**src/rtl/auth_code_if.sv**
```systemverilog
// Key-pulse input and status outputs of the code-entry lock.
// The slave side is the lock FSM; the master side drives key pulses and observes status.
interface auth_code_if #(
  parameter int unsigned N_DIGITS  = 4,
  parameter int unsigned MAX_FAILS = 3
);
  localparam int unsigned CW = $clog2(N_DIGITS + 1);
  localparam int unsigned FW = $clog2(MAX_FAILS + 1);

  logic [3:0]    key_pulse;
  logic          unlock;
  logic          deny;
  logic          locked;
  logic          busy;
  logic [CW-1:0] digits_entered;
  logic [FW-1:0] fail_count;

  modport master (
    output key_pulse,
    input  unlock, deny, locked, busy, digits_entered, fail_count
  );

  modport slave (
    input  key_pulse,
    output unlock, deny, locked, busy, digits_entered, fail_count
  );
endinterface

```
**src/rtl/auth_code_fsm.sv**
```systemverilog
// Collects an N-digit key sequence from edge-detected button pulses, checks it against a
// fixed secret, and manages timed unlock, consecutive-failure counting and timed lockout.
module auth_code_fsm #(
  parameter int unsigned           N_DIGITS       = 4,
  parameter logic [2*N_DIGITS-1:0] SECRET         = 8'hE4,
  parameter int unsigned           MAX_FAILS      = 3,
  parameter int unsigned           UNLOCK_CYCLES  = 1000,
  parameter int unsigned           LOCK_CYCLES    = 10000,
  parameter int unsigned           TIMEOUT_CYCLES = 5000
) (
  input  logic             clk,
  input  logic             reset,
  auth_code_if.slave       bus
);
  localparam int unsigned CW    = $clog2(N_DIGITS + 1);
  localparam int unsigned FW    = $clog2(MAX_FAILS + 1);
  localparam int unsigned TMAX0 = (UNLOCK_CYCLES > LOCK_CYCLES) ? UNLOCK_CYCLES : LOCK_CYCLES;
  localparam int unsigned TMAX  = (TMAX0 > TIMEOUT_CYCLES) ? TMAX0 : TIMEOUT_CYCLES;
  localparam int unsigned TW    = $clog2(TMAX + 1);

  typedef enum logic [2:0] {
    S_IDLE, S_ENTRY, S_CHECK, S_GRANT, S_DENY, S_LOCKOUT
  } state_e;

  state_e        state_q, state_d;
  logic [CW-1:0] digits_q, digits_d;
  logic          mismatch_q, mismatch_d;
  logic [FW-1:0] fail_q, fail_d;
  logic [TW-1:0] timer_q, timer_d;
  logic          unlock_q, deny_q, locked_q, busy_q;

  logic       press;
  logic       multi;
  logic [1:0] digit;
  logic [1:0] secret_digit;
  logic       bad_digit;

  // A multi-bit press still counts as one digit but can never match.
  assign press        = |bus.key_pulse;
  assign multi        = (bus.key_pulse & (bus.key_pulse - 4'd1)) != 4'd0;
  assign secret_digit = 2'(SECRET >> {digits_q, 1'b0});
  assign bad_digit    = multi || (digit != secret_digit);

  always_comb begin
    digit = 2'd0;
    if (bus.key_pulse[1]) digit = 2'd1;
    if (bus.key_pulse[2]) digit = 2'd2;
    if (bus.key_pulse[3]) digit = 2'd3;
  end

  always_comb begin
    state_d    = state_q;
    digits_d   = digits_q;
    mismatch_d = mismatch_q;
    fail_d     = fail_q;
    timer_d    = timer_q;
    case (state_q)
      S_IDLE: begin
        timer_d = '0;
        if (press) begin
          mismatch_d = bad_digit;
          if (N_DIGITS == 1) begin
            state_d  = S_CHECK;
            digits_d = '0;
          end else begin
            state_d  = S_ENTRY;
            digits_d = CW'(1);
          end
        end
      end
      S_ENTRY: begin
        // A press on the timeout boundary wins over the timeout.
        if (press) begin
          mismatch_d = mismatch_q | bad_digit;
          timer_d    = '0;
          if (digits_q == CW'(N_DIGITS - 1)) begin
            state_d  = S_CHECK;
            digits_d = '0;
          end else begin
            digits_d = digits_q + CW'(1);
          end
        end else if (timer_q >= TW'(TIMEOUT_CYCLES - 1)) begin
          state_d    = S_IDLE;
          digits_d   = '0;
          mismatch_d = 1'b0;
          timer_d    = '0;
        end else begin
          timer_d = timer_q + TW'(1);
        end
      end
      S_CHECK: begin
        timer_d    = '0;
        mismatch_d = 1'b0;
        if (!mismatch_q) begin
          fail_d  = '0;
          state_d = S_GRANT;
        end else begin
          fail_d  = fail_q + FW'(1);
          state_d = (fail_q + FW'(1) == FW'(MAX_FAILS)) ? S_LOCKOUT : S_DENY;
        end
      end
      S_GRANT: begin
        if (timer_q >= TW'(UNLOCK_CYCLES - 1)) begin
          state_d = S_IDLE;
          timer_d = '0;
        end else begin
          timer_d = timer_q + TW'(1);
        end
      end
      S_DENY: state_d = S_IDLE;
      S_LOCKOUT: begin
        if (timer_q >= TW'(LOCK_CYCLES - 1)) begin
          state_d = S_IDLE;
          timer_d = '0;
          fail_d  = '0;
        end else begin
          timer_d = timer_q + TW'(1);
        end
      end
      default: state_d = S_IDLE;
    endcase
  end

  // Status flags are registered from the next state so they align with the state register.
  always_ff @(posedge clk or posedge reset) begin
    if (reset) begin
      state_q    <= S_IDLE;
      digits_q   <= '0;
      mismatch_q <= 1'b0;
      fail_q     <= '0;
      timer_q    <= '0;
      unlock_q   <= 1'b0;
      deny_q     <= 1'b0;
      locked_q   <= 1'b0;
      busy_q     <= 1'b0;
    end else begin
      state_q    <= state_d;
      digits_q   <= digits_d;
      mismatch_q <= mismatch_d;
      fail_q     <= fail_d;
      timer_q    <= timer_d;
      unlock_q   <= (state_d == S_GRANT);
      deny_q     <= (state_d == S_DENY);
      locked_q   <= (state_d == S_LOCKOUT);
      busy_q     <= (state_d == S_ENTRY);
    end
  end

  assign bus.unlock         = unlock_q;
  assign bus.deny           = deny_q;
  assign bus.locked         = locked_q;
  assign bus.busy           = busy_q;
  assign bus.digits_entered = digits_q;
  assign bus.fail_count     = fail_q;
endmodule
```
**src/flat_wrapper.sv**
```systemverilog
// flat-port wrapper written by rule: the top's interface ports become plain ports
module auth_code_fsm_flat 
#(
  parameter int unsigned           N_DIGITS       = 4,
  parameter logic [2*N_DIGITS-1:0] SECRET         = 8'hE4,
  parameter int unsigned           MAX_FAILS      = 3,
  parameter int unsigned           UNLOCK_CYCLES  = 1000,
  parameter int unsigned           LOCK_CYCLES    = 10000,
  parameter int unsigned           TIMEOUT_CYCLES = 5000
)
  (clk, reset, bus_key_pulse, bus_unlock, bus_deny, bus_locked, bus_busy, bus_digits_entered, bus_fail_count);
  auth_code_if #(.N_DIGITS(N_DIGITS), .MAX_FAILS(MAX_FAILS)) bus_i ();
  input  logic clk;
  input  logic reset;
  input wire logic [$bits(bus_i.key_pulse)-1:0] bus_key_pulse;
  output wire logic [$bits(bus_i.unlock)-1:0] bus_unlock;
  output wire logic [$bits(bus_i.deny)-1:0] bus_deny;
  output wire logic [$bits(bus_i.locked)-1:0] bus_locked;
  output wire logic [$bits(bus_i.busy)-1:0] bus_busy;
  output wire logic [$bits(bus_i.digits_entered)-1:0] bus_digits_entered;
  output wire logic [$bits(bus_i.fail_count)-1:0] bus_fail_count;
  assign bus_i.key_pulse = bus_key_pulse;
  assign bus_unlock = bus_i.unlock;
  assign bus_deny = bus_i.deny;
  assign bus_locked = bus_i.locked;
  assign bus_busy = bus_i.busy;
  assign bus_digits_entered = bus_i.digits_entered;
  assign bus_fail_count = bus_i.fail_count;
  auth_code_fsm #(.N_DIGITS(N_DIGITS), .SECRET(SECRET), .MAX_FAILS(MAX_FAILS), .UNLOCK_CYCLES(UNLOCK_CYCLES), .LOCK_CYCLES(LOCK_CYCLES), .TIMEOUT_CYCLES(TIMEOUT_CYCLES)) u_core (.clk(clk), .reset(reset), .bus(bus_i));
endmodule
```
**config.mk**
```make
export PLATFORM = sky130hd
export DESIGN_NAME = auth_code_fsm_flat
export DESIGN_NICKNAME = d
export VERILOG_FILES = /design/src/rtl/auth_code_if.sv /design/src/rtl/auth_code_fsm.sv /design/src/flat_wrapper.sv
export SDC_FILE = /design/constraint.sdc
export NUM_CORES = 1
export LEC_CHECK = 0
export ABC_AREA = 1
export CORE_MARGIN = 3
export CORE_UTILIZATION = 38
export CTS_BUF_LIST = sky130_fd_sc_hd__clkbuf_8
export DETAILED_ROUTE_END_ITERATION = 16
export PLACE_DENSITY = 0.64
export SYNTH_ARGS = -nofsm -noshare
export SYNTH_HDL_FRONTEND = slang
export SYNTH_SLANG_ARGS = --single-unit
```
**constraint.sdc**
```tcl
create_clock -name clk -period 1.7 [get_ports clk]
set_clock_uncertainty 0.1 [all_clocks]
set_input_delay 0.34 -clock clk [delete_from_list [all_inputs] [get_ports clk]]
set_output_delay 0.34 -clock clk [all_outputs]
set_load 0.01 [all_outputs]
```
* After elaboration in Yosys (flattened, before gate mapping)
Cells that the tools add are included.
** Storage, ports and cells
- Bits in registers :: 27
- Bits of input ports :: 6
- Output and inout port bits :: 9
- Logic and storage cells :: 74
** Cells by class
- $add $sub $neg :: 4
- $lt $le $gt $ge :: 3
- Equality and inequality tests :: 14
- Shift-type cells :: 1
- Mux-type cells :: 29
- Bitwise logic cells :: 2
- Reductions and logical operators :: 12
** Operator list (number)
- 2-to-1 mux 14 bit :: 4
- one-hot mux 14 bit (4 select lines) :: 1
- 2-to-1 mux 3 bit :: 11
- one-hot mux 3 bit (5 select lines) :: 1
- adder 14 x 1 -> 14 bit, second input constant :: 1
- >= comparator 14 x 10 -> 1 bit, second input constant :: 1
- >= comparator 14 x 13 -> 1 bit, second input constant :: 1
- >= comparator 14 bit, second input constant :: 1
- equality test 3 x 2 -> 1 bit, second input constant :: 4
- equality test 3 bit, second input constant :: 3
- 2-to-1 mux 2 bit :: 4
- nonzero test 4 bit :: 2
- >> shifter 8 x 4 -> 2 bit, first input constant :: 1
- equality test 3 x 1 -> 1 bit, second input constant :: 2
- one-hot mux 3 bit (2 select lines) :: 1
- AND reduction 3 bit :: 2
- 2-to-1 mux 1 bit :: 5
- bitwise AND 4 bit :: 1
- != test 2 x 1 -> 1 bit, second input constant :: 2
- one-hot mux 2 bit (2 select lines) :: 1
- nonzero test 2 bit :: 2
- OR reduction 4 bit :: 1
- subtractor 4 x 1 -> 4 bit, second input constant :: 1
- adder 3 x 1 -> 3 bit, second input constant :: 1
- 11 further kinds :: 11

* Logic depth before layout (Yosys ltp)
- Word-level depth :: 8
- Mapped depth :: 11
- Mapped depth without buffers :: 11

* Worst setup path after synthesis
OpenSTA, ideal clock, no wires.
- Kind :: reg2reg
- From :: reg u_core.timer_q[0]
- To :: reg u_core.timer_q[10]
- Setup time :: 78 ps
- Data arrival time :: 1370 ps
- Data required time :: 1522 ps
- Path slack :: 153 ps
- Cell stages (with the launch flop) :: 10
- Buffers on the path :: 1
- Clock period less this slack :: 1547 ps
- Cells stage by stage :: dfrtp_1 > ha_1 > nand2_1 > nand3_1 > o21ai_1 > nand2_1 > o21ai_2 > nand2_1 > buf_6 > a21oi_1
** On the way
- Word-level cells in the longest chain between the ends :: 4
- Elaborated cells on any way between the ends :: 9
- Classes of those cells :: add/sub: 1; order compare: 3; mux: 5
** Ends and longest elaborated chain
- start, declared :: line auth_code_fsm.sv:29 : logic [TW-1:0] timer_q, timer_d;
- start signal, assigned :: line auth_code_fsm.sv:141 : timer_q <= timer_d;
- adder 14 x 1 -> 14 bit or >= comparator 14 x 13 -> 1 bit (tied branches)
- 2-to-1 mux 14 bit :: line auth_code_fsm.sv:82 : end else if (timer_q >= TW'(TIMEOUT_CYCLES - 1)) begin
- 2-to-1 mux 14 bit :: line auth_code_fsm.sv:73 : if (press) begin
- one-hot mux 14 bit (4 select lines) (*) :: line auth_code_fsm.sv:57 : case (state_q)
Every way passes the cells marked *; elsewhere a longest branch is shown, timed or not.
A chain may end at the register's enable or synchronous reset.

* Worst setup path after layout
- From :: reg u_core.fail_q[1] (netlist: u_core.bus.fail_count[1])
- To :: out bus_fail_count[1]
** RTL lines
- start, declared :: line auth_code_fsm.sv:28 : logic [FW-1:0] fail_q, fail_d;
- start signal, assigned :: line auth_code_fsm.sv:140 : fail_q <= fail_d;
- end, declared :: line flat_wrapper.sv:21 : output wire logic [$bits(bus_i.fail_count)-1:0] bus_fail_count;
No word-level cell between the ends.

==> report_table.html <==
<table>
<tr><th>Metric</th><th>Value</th></tr>
<tr><th colspan="2">Worst setup path</th></tr>
<tr><td>Crit. End Element</td><td>output pin</td></tr>
<tr><td>Crit Path Max Fanout</td><td>3</td></tr>
<tr><td>Worst EP required</td><td>approximately 1.3 ns</td></tr>
<tr><td>Data arrival time of the critical path</td><td>around 1.2 ns</td></tr>
<tr><td>Cell at the slowest stage of the critical path</td><td>sky130_fd_sc_hd__clkdlybuf4s50_1</td></tr>
<tr><td>Worst Setup Start Kind</td><td>flop</td></tr>
<tr><td>Critical path class</td><td>reg2out</td></tr>
<tr><td>Family with the most delay on the worst path</td><td>buffers and inverters</td></tr>
<tr><td>Maximum single-stage delay on the critical path</td><td>around 0.55 ns</td></tr>
<tr><td>Worst Path Buf+Inv</td><td>1</td></tr>
<tr><td>Critical Path, Cell by Cell</td><td>clkdlybuf4s50_1</td></tr>
<tr><th colspan="2">Clocking</th></tr>
<tr><td>Clock sink total</td><td>27</td></tr>
<tr><td>Total clock buffers created by CTS</td><td>3</td></tr>
<tr><td>Clock H-tree levels</td><td>1</td></tr>
<tr><td>Clock transition at the registers of the reported paths</td><td>0.11 ns</td></tr>
<tr><td>Master cell of the clock root buffer</td><td>sky130_fd_sc_hd__clkbuf_8</td></tr>
<tr><td>Skew-Pair Late Insertion Delay</td><td>approximately 0.28 ns</td></tr>
<tr><td>CTS Buffer Depth</td><td>2</td></tr>
<tr><td>Clock tree from TritonCTS</td><td>yes</td></tr>
<tr><th colspan="2">Die</th></tr>
<tr><td>Placeable Area</td><td>4120 um^2</td></tr>
<tr><td>Vert. Die Dim</td><td>72 um</td></tr>
<tr><td>Count of pins on the block boundary</td><td>15</td></tr>
<tr><td>Std cell rows</td><td>23</td></tr>
<tr><td>Die extent in x</td><td>72 um</td></tr>
<tr><td>Starting utilization of the core area</td><td>40.2%</td></tr>
<tr><td>Die area</td><td>5180 um^2</td></tr>
<tr><th colspan="2">STA</th></tr>
<tr><td>Unrepaired setup endpoints after global routing</td><td>true</td></tr>
<tr><td>Worst slack on hold paths</td><td>0.318 ns</td></tr>
<tr><td>Top achievable clock speed</td><td>603 MHz</td></tr>
<tr><td>Worst max-slew margin expressed relative to the limit</td><td>76.4%</td></tr>
<tr><td>Final Slew Violations</td><td>0</td></tr>
<tr><td>Tmin final</td><td>around 1.7 ns</td></tr>
<tr><td>Number of endpoints with negative hold slack in the final report</td><td>0</td></tr>
<tr><td>Actual transition at the worst max-transition pin</td><td>roughly 0.35 ns</td></tr>
<tr><td>Final cycle utilization of the critical path</td><td>97.5%</td></tr>
<tr><td>Worst setup slack after layout</td><td>0.0425 ns</td></tr>
<tr><td>Count of endpoints failing setup in the final report</td><td>0</td></tr>
<tr><th colspan="2">Detailed routing</th></tr>
<tr><td>Antenna-violating nets left</td><td>0</td></tr>
<tr><td>Count of routing violations after the opening detailed-route iteration</td><td>60</td></tr>
<tr><td>Total via count after detailed routing</td><td>1605</td></tr>
<tr><td>First drt pass iteration count</td><td>4</td></tr>
<tr><td>Remaining design rule violation count</td><td>0</td></tr>
<tr><td>Drt total wl</td><td>roughly 3.9 mm</td></tr>
<tr><td>Per-cell via count in the routed design</td><td>4.73</td></tr>
<tr><td>Post-detailed-route wirelength per cell</td><td>11.6 um</td></tr>
<tr><th colspan="2">Run</th></tr>
<tr><td>Number of max-cap violations</td><td>0</td></tr>
<tr><th colspan="2">Yosys</th></tr>
<tr><td>Fraction of the yosys area taken by sequential cells</td><td>between 40% and 50%</td></tr>
<tr><td>Nets in the synthesized netlist</td><td>244</td></tr>
<tr><td>Average cell area after synthesis</td><td>7.04 um^2</td></tr>
<tr><td>Synthesized netlist cell count</td><td>roughly 240</td></tr>
<tr><td>Synthesis-stage register bit count</td><td>27</td></tr>
<tr><td>Synthesized cell area</td><td>1660 um^2</td></tr>
<tr><td>Number of distinct standard cells referenced by the synthesized netlist</td><td>25</td></tr>
<tr><td>Number of synthesis warnings</td><td>0</td></tr>
<tr><th colspan="2">Cells and area</th></tr>
<tr><td>Area of all placed cells without fillers</td><td>about 2300 um^2</td></tr>
<tr><td>Proportion of layout cells with a drive suffix above 1</td><td>around 30%</td></tr>
<tr><td>Number of fill cells</td><td>376</td></tr>
<tr><td>Layout area overhead</td><td>40.7%</td></tr>
<tr><td>Final Instance Count excl. Fillers</td><td>339</td></tr>
<tr><td>Total inserted antenna cells</td><td>0</td></tr>
<tr><td>Net count, final</td><td>approximately 300</td></tr>
<tr><th colspan="2">Power</th></tr>
<tr><td>Leak Pwr</td><td>0.00112 uW</td></tr>
<tr><td>Power density cells</td><td>1260 nW/um^2</td></tr>
<tr><td>Highest ir drop seen on vdd</td><td>0.00118 V</td></tr>
<tr><th colspan="2">Place</th></tr>
<tr><td>Post-placement cell area</td><td>2060 um^2</td></tr>
<tr><td>IO buf count</td><td>14</td></tr>
<tr><td>Dpl hpwl</td><td>around 2.9 mm</td></tr>
<tr><td>Placed cells</td><td>326</td></tr>
<tr><td>Setup Slack @ Placement</td><td>-0.211 ns</td></tr>
<tr><td>Final GP Congestion</td><td>0.858</td></tr>
<tr><th colspan="2">GRT</th></tr>
<tr><td>Global-route congestion overflow total</td><td>0</td></tr>
<tr><td>Initial antenna violation count</td><td>0</td></tr>
<tr><td>Pin count of the biggest net entering global routing</td><td>28</td></tr>
<tr><td>First-pass GRT wire length</td><td>between 6 and 7 mm</td></tr>
<tr><td>Vias in the first global route</td><td>1453</td></tr>
<tr><td>Global-route usage over all layers</td><td>15.7%</td></tr>
<tr><th colspan="2">Outcome</th></tr>
<tr><td>Run status</td><td>completed</td></tr>
<tr><th colspan="2">Worst hold path</th></tr>
<tr><td>Hold crit path type</td><td>in2async</td></tr>
</table>
-- power by group --
| group | total [uW] | switching, uW | internal, uW |
|---|---|---|---|
| Clock | 395 | 223 | 172 |
| Sequential | 899 | 113 | 787 |
| Combinational | 1630 | 876 | 753 |
-- synth_stat cells, drive strengths merged --
| cell type | count | area (um^2) |
|---|---|---|
| or4 | 1 | 7.51 |
| nand2 | 53 | 201 |
| nand4 | 4 | 25.0 |
| nor2 | 39 | 151 |
| buf | 2 | 22.5 |
| nand3 | 17 | 90.1 |
| xnor2 | 2 | 17.5 |
| ha | 3 | 37.5 |
| clkbuf | 1 | 3.75 |
| o21ai | 19 | 98.9 |
| xor2 | 7 | 61.3 |
| inv | 37 | 139 |
| or2 | 1 | 6.26 |
| a21oi | 17 | 85.1 |
| dfrtp | 27 | 676 |
| and3 | 1 | 6.26 |
| nor3 | 2 | 10.0 |
| o311ai | 1 | 8.76 |
| nand3b | 1 | 7.51 |
-- routing by layer --
metal | share of wire (%) | up-vias | routed length, um | GRT usage [%]
li1 | - | 852 | - | -
met1 | 51 | 734 | 2030 | 22.6
met2 | 45 | 17 | 1790 | 24.6
met3 | 2.6 | 2 | 101 | 3.46
met4 | 0.74 | 0 | 29 | 2.51
met5 | 0 | - | 0 | 0
-- worst paths after layout --
check	startpoint	endpoint	slack, ns	cells after the start
max in group asynchronous	reset	u_core.timer_q[7]$_DFFE_PP0P_	0.89	3
min	reset	u_core.timer_q[0]$_DFFE_PP0P_	0.32	3
max	u_core.bus.fail_count[1]$_DFFE_PP0P_	bus_fail_count[1]	0.04	1
min reg2reg	u_core.bus.digits_entered[1]$_DFFE_PP0P_	u_core.bus.digits_entered[1]$_DFFE_PP0P_	0.46	2
min in group clk	u_core.bus.digits_entered[1]$_DFFE_PP0P_	u_core.bus.digits_entered[1]$_DFFE_PP0P_	0.46	2
max reg2reg	u_core.timer_q[1]$_DFFE_PP0P_	u_core.timer_q[2]$_DFFE_PP0P_	0.05	9
-- state kept, by name, summed over array words and instances (netlist names) --
name                       count
u_core.mismatch_q              1
u_core.bus.unlock              1
u_core.bus.fail_count          2
u_core.bus.deny                1
u_core.state_q                 3
u_core.bus.digits_entered      3
u_core.bus.locked              1
u_core.timer_q                14
u_core.bus.busy                1
-- logic make-up (layout without fill, tap and decap cells) --
kind of cell               Yosys count  after routing  share of synthesized area (%)
AOI/OAI and AO/OA                   37             37                           11.6
xor gates and xnor gates             9              9                           4.76
adders and majority gates            3              3                           2.27
buffers and inverters               40             94                           9.98
DFF                                 27             27                           40.8
and+or+nand+nor                    119            119                           30.5
-- area by class of cell --
type | count | area [um^2] | area share (%)
Clock inverter | 1 | 8.76 | 0.376
Sequential cell | 27 | 677 | 29.1
Multi-Input combinational cell | 168 | 945 | 40.6
Inverter | 37 | 139 | 5.96
Timing Repair Buffer | 53 | 455 | 19.6
Tap cell | 50 | 62.6 | 2.69
Clock buffer | 3 | 41.3 | 1.77
-- per-stage QoR --
| step | util [%] | total power (uW) | TNS (ns) |
|---|---|---|---|
| final | 56.6 | 2920 | 0 |
| after floorplan | - | 1700 | 0 |
| after global routing | 56.6 | 3180 | -0.200 |
| after global placement | 50.0 | 2300 | -2.75 |
| after CTS | 51.7 | 2730 | 0 |
| after detailed placement | 50.0 | 2300 | -3.79 |
-- layout by cell type, fill, tap and decap left out, types with 2 or more instances in the layout --
cell,netlist,layout
sky130_fd_sc_hd__xor2_1,7,7
sky130_fd_sc_hd__nand2_2,1,4
sky130_fd_sc_hd__inv_1,36,34
sky130_fd_sc_hd__clkdlybuf4s50_1,0,11
sky130_fd_sc_hd__nand4_1,4,4
sky130_fd_sc_hd__nand3_1,16,11
sky130_fd_sc_hd__ha_2,0,2
sky130_fd_sc_hd__dlymetal6s2s_1,0,3
sky130_fd_sc_hd__o21ai_0,16,14
sky130_fd_sc_hd__xnor2_1,2,2
sky130_fd_sc_hd__dfrtp_1,27,26
sky130_fd_sc_hd__inv_2,1,3
sky130_fd_sc_hd__buf_4,0,35
sky130_fd_sc_hd__o21ai_1,2,2
sky130_fd_sc_hd__nor2_1,37,28
sky130_fd_sc_hd__a21oi_1,17,5
sky130_fd_sc_hd__o21ai_2,1,3
sky130_fd_sc_hd__nand3_2,1,6
sky130_fd_sc_hd__nand2_1,52,48
sky130_fd_sc_hd__buf_6,2,4
sky130_fd_sc_hd__a21oi_2,0,12
sky130_fd_sc_hd__nor2_2,2,10
sky130_fd_sc_hd__clkbuf_8,0,3
-- timing repair --
action	in CTS	in global routing
endpoints found under the setup margin	17	26
setup buffers	1	8
resized for setup	5	45
pin swaps	3	10
hold buffers	0	0
(Power assumes the default switching activity.)
